==> config.mk <==
export PLATFORM = sky130hd
export DESIGN_NAME = iob_bus_merge
export DESIGN_NICKNAME = d
export VERILOG_FILES = /design/src/rtl/iob_bus_merge_pkg.sv /design/src/rtl/iob_bus_merge_arb.sv /design/src/rtl/iob_bus_merge.sv
export SDC_FILE = /design/constraint.sdc
export NUM_CORES = 1
export LEC_CHECK = 0
export ABC_AREA = 1
export CORE_AREA = 5 5 115 117
export CTS_BUF_LIST = sky130_fd_sc_hd__clkbuf_4 sky130_fd_sc_hd__clkbuf_8
export DETAILED_ROUTE_END_ITERATION = 8
export DIE_AREA = 0 0 120 122
export HOLD_SLACK_MARGIN = 0.08
export MAX_ROUTING_LAYER = met4
export SYNTH_ARGS = -nofsm -noshare
export SYNTH_HDL_FRONTEND = slang
export SYNTH_HIERARCHICAL = 1
export SYNTH_SLANG_ARGS = --single-unit
==> constraint.sdc <==
create_clock -name clk -period 1.95 [get_ports clk]
set_input_delay 0.195 -clock clk [delete_from_list [all_inputs] [get_ports clk]]
set_output_delay 0.195 -clock clk [all_outputs]
set_load 0.01 [all_outputs]
==> src/rtl/iob_bus_merge_pkg.sv <==
// Shared interconnect definitions for iob_bus_merge: state encoding, request/response
// layout {valid, addr, wdata, wstrb} / {rdata, ready}, and width/offset helpers.
package iob_bus_merge_pkg;

  typedef enum logic [1:0] {
    ST_IDLE = 2'd0,
    ST_GNT0 = 2'd1,
    ST_GNT1 = 2'd2
  } state_e;

  localparam int DEF_ADDR_W = 32;
  localparam int DEF_DATA_W = 32;

  function automatic int strb_w(input int dw);
    return dw / 8;
  endfunction

  function automatic int req_w(input int aw, input int dw);
    return 1 + aw + dw + dw / 8;
  endfunction

  function automatic int resp_w(input int dw);
    return dw + 1;
  endfunction

  // Request field offsets, LSB first: wstrb, wdata, addr, valid.
  localparam int REQ_WSTRB_LSB = 0;

  function automatic int req_wdata_lsb(input int dw);
    return dw / 8;
  endfunction

  function automatic int req_addr_lsb(input int dw);
    return dw + dw / 8;
  endfunction

  function automatic int req_valid_bit(input int aw, input int dw);
    return aw + dw + dw / 8;
  endfunction

  localparam int RESP_READY_BIT = 0;
  localparam int RESP_RDATA_LSB = 1;

  localparam int REQ_W  = 1 + DEF_ADDR_W + DEF_DATA_W + DEF_DATA_W / 8;
  localparam int RESP_W = DEF_DATA_W + 1;

endpackage

==> src/rtl/iob_bus_merge_arb.sv <==
// iob_arb2: two-request arbiter with one-hot grant. Fixed priority (request 0 wins)
// by default; round-robin on BUS_MERGE_RR_EN, where the pointer moves on each grant.
module iob_arb2 (
  input  logic       clk,
  input  logic       rst,
  input  logic [1:0] req,
  input  logic       upd,
  output logic [1:0] gnt
);

`ifdef BUS_MERGE_RR_EN
  // last_q = 1 means requester 1 was served most recently
  logic last_q;
  logic last_d;

  always_ff @(posedge clk or posedge rst) begin
    if (rst) last_q <= 1'b1;
    else     last_q <= last_d;
  end

  always_comb begin
    gnt = req;
    if (req == 2'b11) gnt = last_q ? 2'b01 : 2'b10;
    last_d = last_q;
    if (upd && (|req)) last_d = gnt[1];
  end
`else
  logic unused_rr;
  assign unused_rr = &{1'b0, clk, rst, upd};

  always_comb begin
    gnt = req;
    if (req == 2'b11) gnt = 2'b01;
  end
`endif

endmodule

==> src/rtl/iob_bus_merge.sv <==
// iob_bus_merge: merges two iob masters onto one slave; one transaction in flight.
// Define BUS_MERGE_RR_EN for round-robin arbitration instead of fixed m0 priority.
module iob_bus_merge
  import iob_bus_merge_pkg::*;
#(
  parameter  int ADDR_W = 32,
  parameter  int DATA_W = 32,
  localparam int RQ_W   = req_w(ADDR_W, DATA_W),
  localparam int RS_W   = resp_w(DATA_W)
) (
  input  logic            clk,
  input  logic            rst,
  input  logic [RQ_W-1:0] m0_req,
  output logic [RS_W-1:0] m0_resp,
  input  logic [RQ_W-1:0] m1_req,
  output logic [RS_W-1:0] m1_resp,
  output logic [RQ_W-1:0] s_req,
  input  logic [RS_W-1:0] s_resp
);

  localparam int VALID_BIT = req_valid_bit(ADDR_W, DATA_W);

  state_e      state_q;
  state_e      state_d;
  logic [31:0] txn_cnt_q;
  logic [31:0] txn_cnt_d;
  logic [1:0]  arb_req;
  logic [1:0]  gnt;
  logic        arb_upd;
  logic        s_ready;

  assign arb_req = {m1_req[VALID_BIT], m0_req[VALID_BIT]};
  assign s_ready = s_resp[RESP_READY_BIT];
  assign arb_upd = (state_q == ST_IDLE);

  iob_arb2 u_arb (
    .clk (clk),
    .rst (rst),
    .req (arb_req),
    .upd (arb_upd),
    .gnt (gnt)
  );

  always_ff @(posedge clk or posedge rst) begin
    if (rst) begin
      state_q   <= ST_IDLE;
      txn_cnt_q <= 32'd0;
    end else begin
      state_q   <= state_d;
      txn_cnt_q <= txn_cnt_d;
    end
  end

  // Grant is held until the slave answers, regardless of the master's valid.
  always_comb begin
    state_d = state_q;
    case (state_q)
      ST_IDLE: begin
        if (gnt[0])      state_d = ST_GNT0;
        else if (gnt[1]) state_d = ST_GNT1;
      end
      ST_GNT0, ST_GNT1: begin
        if (s_ready) state_d = ST_IDLE;
      end
      default: state_d = ST_IDLE;
    endcase
  end

  always_comb begin
    s_req   = '0;
    m0_resp = '0;
    m1_resp = '0;
    case (state_q)
      ST_GNT0: begin
        s_req   = m0_req;
        m0_resp = s_resp;
      end
      ST_GNT1: begin
        s_req   = m1_req;
        m1_resp = s_resp;
      end
      default: ;
    endcase
  end

  assign txn_cnt_d = txn_cnt_q + {31'd0, (state_q != ST_IDLE) && s_ready};

endmodule

**After elaboration in Yosys (flattened, before gate mapping)**

Index checks and enable logic that the tools add are counted.

- Flip-flop bits (word level): 2
- Latch bits: 0
- RAM bits: 0
- ROM bits: 0
- Word-level logic and storage cells: 17
- Memories kept: 0

- Add/subtract/negate cells: 0
- Multipliers: 0
- Div/mod/pow operators: 0
- Order comparisons: 0
- Eq/ne operators: 5
- Shift-type cells: 0
- Multiplexer cells: 8
- Bitwise gates (word level): 0
- Reduce and logical (&&, ||, !) cells: 3

Operators with widths:

| kind | count |
|---|---|
| 69-bit one-hot mux with 2 select lines | 1 |
| 33-bit 2-to-1 mux | 2 |
| 2-bit 2-to-1 mux | 4 |
| 2-bit == test (second input constant) | 2 |
| 2-bit one-hot mux with 2 select lines | 1 |
| 3-bit inequality test (second input constant) | 1 |
| 2-bit by 1-bit == test with 1-bit output (second input constant) | 1 |
| 2-bit logical NOT | 1 |
| 2-bit inequality test (second input constant) | 1 |
| 2-bit AND reduction | 1 |
| 2-bit OR reduction | 1 |

**Logic depth before layout (Yosys ltp)**

- Word-level depth: 5
- Depth in mapped cells: 7
- Gate-level depth less buffers: 7

**Cells and area by module**

The synthesis kept the hierarchy.

Modules (own cells, without submodules):

| module | times used | cells an instance | area each (µm²) | sequential area each (µm²) |
|---|---|---|---|---|
| iob_bus_merge | 1 | 391 | 1675.4 | 50.0 |
| iob_arb2 | 1 | 3 | 11.3 | 0.0 |

**Worst setup path after synthesis**

OpenSTA, ideal clock, no wires.

- Kind: reg-to-output
- From: register state_q[0]
- To: output s_req[50]
- Data arrival time: 1.279 ns
- Data required time: 1.755 ns
- Setup slack: 0.476 ns
- Stages on the path, launching flop included: 7
- Path buffers: 2
- Cell sequence: dfrtp_1 -> inv_1 -> ha_1 -> inv_2 -> buf_2 -> buf_2 -> a21oi_1

- Word-level cells in the longest chain between the ends: 2

RTL lines:

| item | line | source |
|---|---|---|
| start: declaration | iob_bus_merge.sv:23 | `state_e state_q;` |
| start signal: assignment | iob_bus_merge.sv:49 | `state_q <= state_d;` |
| 2-bit == test or 2-bit by 1-bit == test with 1-bit output (tied branches) | iob_bus_merge.sv:73 | `case (state_q)` |
| 69-bit one-hot mux with 2 select lines * | iob_bus_merge.sv:73 |  |
| end: declaration | iob_bus_merge.sv:17 | `output logic [RQ_W-1:0] s_req,` |

Every way passes the cells marked *; elsewhere a longest branch is shown, timed or not.

**Worst setup path after layout**

- From: register state_q[0]
- To: output m0_resp[20]

- Word-level cells in the longest chain between the ends: 2

RTL lines:

| item | line | source |
|---|---|---|
| 2-bit by 1-bit == test with 1-bit output | iob_bus_merge.sv:73 |  |
| 33-bit 2-to-1 mux | iob_bus_merge.sv:73 |  |
| end: declaration | iob_bus_merge.sv:14 | `output logic [RS_W-1:0] m0_resp,` |

Every way passes these cells.

==> qor.yml <==
status: "finished clean"
numCtsBuffers: 3
critPathArrivalTime_ns: 1.71
totalWireLength_um: 12170
syn_area_per_cell_um2: 4.281
clockBufferDepth: 2
io_buffers: 307
placed_area_um2: 4990
io_pins: 308
swShare_pct: 50.63
crit_family: "buffers and inverters"
synth_seq_cells: 2
ir_worst_vdd_mv: 0.5788
final_nets: 875
switchingPower_mw: 2.235
fp.dieArea_um2: 14640
start_kind: "register"
cts.sinks: 2
worst_slew_margin_rel_pct: 84.92
area_growth_pct: 197.0
cts_tree: "done"
grt_pass1_vias: 3473
rows: 41
start_util_pct: 13.76
p_leak_nw: 2.805
antenna_found_initial: 0
syn_area_um2: 1687
yosys_warnings: 6
seq_area_um2: 50.05
power.density_nw_per_um2: 881.2
synth_nets: 570
grt_usage_pct: 15.51
power_frac_comb_pct: 94.8
instances_no_fill: 847
critPathSlowestCell: "dfrtp_1"
fin_skew_ns: 0.0002062
cts_max_level: 1
p_int_mw: 2.179
avgRoutedWirePerCell_um: 14.37
drt.antenna.violating_nets: 0
fillers: 1341
fmax_mhz: 525.4
setup_viol: 0
overflow: 0
fin_hold_ws_ns: 0.1382
drc: 0
dp.cells: 835
clk_pin_slew_ns: 0.03
cp_cell_sequence: "buf_4 > ha_4 > buf_12 > bufbuf_16 > nand2_1 > inv_1 > dlygate4sd2_1"
ys_seq_area_share_pct: 2.967
endpoint_kind: "output pin"
tightestPinTransition_ns: 0.2261
insertion_delay_ns: 0.21
cap_viol_max_count: 0
gp_congestion: 0.8694
antennaDiodeCount: 0
die_y_um: 122
largest_reg_flops: 2
rsz0062_at_grt: "false"
grt_max_degree: 51
vias_per_cell: 4.109
drv_slew: 0
syn_inst: 394
reg_top3: "state_q (2)"
max_stage_delay_ns: 0.37
first_pass_iters: 5
worstSetupPathType: "reg -> out"
utilization_pct: 40.86
seq_power_share_pct: 1.6
rrSetupSlack_ns: 0.79
final_cell_area_um2: 5010
cp_max_fo: 23
drive_gt1_share_pct: 8.034
crit_buf_inv: 5
dp_hpwl_um: 9800
cts_root_buf: "clkbuf_8"
hold_class: "in -> async"
hold_buffers: 0
cp.required_ns: 1.75
regMostFlops: "state_q"
multi_input_area_um2: 1232
worst_slack_ns: 0.04673
hold_viol_final: 0
preCtsSetupSlack_ns: -0.06314
period_share_pct: 97.60
via_count: 3480
period_needed_ns: 1.903
grt_pass1_wl_um: 17800
p_clk_share_pct: 3.6
chipWidth_um: 120
drtIter0Drc: 120
netlist-cell-type-count: 12
placeableCoreArea_um2: 12260
## cells in the mapped netlist
library cell / n / area share [%]
a21oi_1: 69 / 20
buf_2: 16 / 4.7
buf_4: 8 / 3.6
clkbuf_1: 6 / 1.3
dfrtp_1: 2 / 3.0
ha_1: 3 / 2.2
inv_1: 73 / 16
inv_2: 1 / 0.22
nand2_1: 212 / 47
nand3_1: 1 / 0.30
nor2_1: 2 / 0.45
o21ai_0: 1 / 0.30
## worst reg2reg max path, delay by kind of cell (launching register included)
family,cells,cell delay [ns]
compound gates,1,0.09
fa+ha+maj,1,0.25
buf+inv,2,0.12
flops,1,0.38
simple gates,2,0.20
## power by group through the flow
stage          Combinational, mW  Sequential [mW]  Clock (mW)
6_report                    4.18           0.0694       0.161
5_1_grt                     4.56           0.0712       0.169
4_1_cts                     4.25           0.0677       0.167
3_5_place_dp                4.26           0.0669           0
3_3_place_gp                4.22           0.0664           0
2_1_floorplan               1.94           0.0679           0
## per-stage QoR
stage	power [mW]	setup TNS, ns
after floorplan	2.011	0
after global placement	4.290	-0.03122
after detailed placement	4.328	-0.09639
after CTS	4.482	-0.02847
after global routing	4.802	0
final	4.415	0
## worst paths after layout
path	start	endpoint	cells after the start
min in group clk	state_q[1]$_DFFE_PP0P_	state_q[1]$_DFFE_PP0P_	4
hold reg to reg	state_q[1]$_DFFE_PP0P_	state_q[1]$_DFFE_PP0P_	4
max in group asynchronous	rst	state_q[1]$_DFFE_PP0P_	2
hold / removal	rst	state_q[0]$_DFFE_PP0P_	2
setup reg to reg	state_q[1]$_DFFE_PP0P_	state_q[1]$_DFFE_PP0P_	6
setup / recovery	state_q[0]$_DFFE_PP0P_	m0_resp[20]	7
## kinds of logic after synthesis
logic type	share of synthesized area, %
simple gates	47.92
buf+inv	26.11
compound gates	20.77
fa+ha+maj	2.226
flops	2.967
## placed cells by master, fill, tap and decap left out
cell type          n
clkdlybuf4s50_1  172
ha_1               1
clkbuf_2          14
bufbuf_16          3
buf_16             1
ha_4               2
a21oi_1           66
dfrtp_1            2
buf_4             11
dlygate4sd2_1     88
nor2_1             2
a21oi_2            3
inv_1             71
inv_2              3
o21ai_0            1
nand2_1          212
nand3_1            1
clkbuf_8           3
buf_2              8
clkdlybuf4s15_1   25
buf_12             8
## layer usage
layer  vias to the layer above  GRT usage (%)  share of wire [%]
li1                       1760              -                  -
met1                      1509          16.48                 37
met3                        14          3.343                9.1
met4                         0          3.579                1.9
met2                       197          29.36                 52
met5                         -              -                  0
## layout make-up
class,instances,share of cell area [%]
inverter,74,5.544
tap,150,3.746
multi-input combinational,288,24.60
timing repair buffer,330,64.29
sequential,2,0.9990
clock buffer,3,0.8242
## timing repair
action	CTS	global route
gates resized for setup	167	51
setup buffers	5	0
cloned	4	0
pin swaps	2	1
setup endpoints to repair	135	41
(Power assumes the default switching activity.)
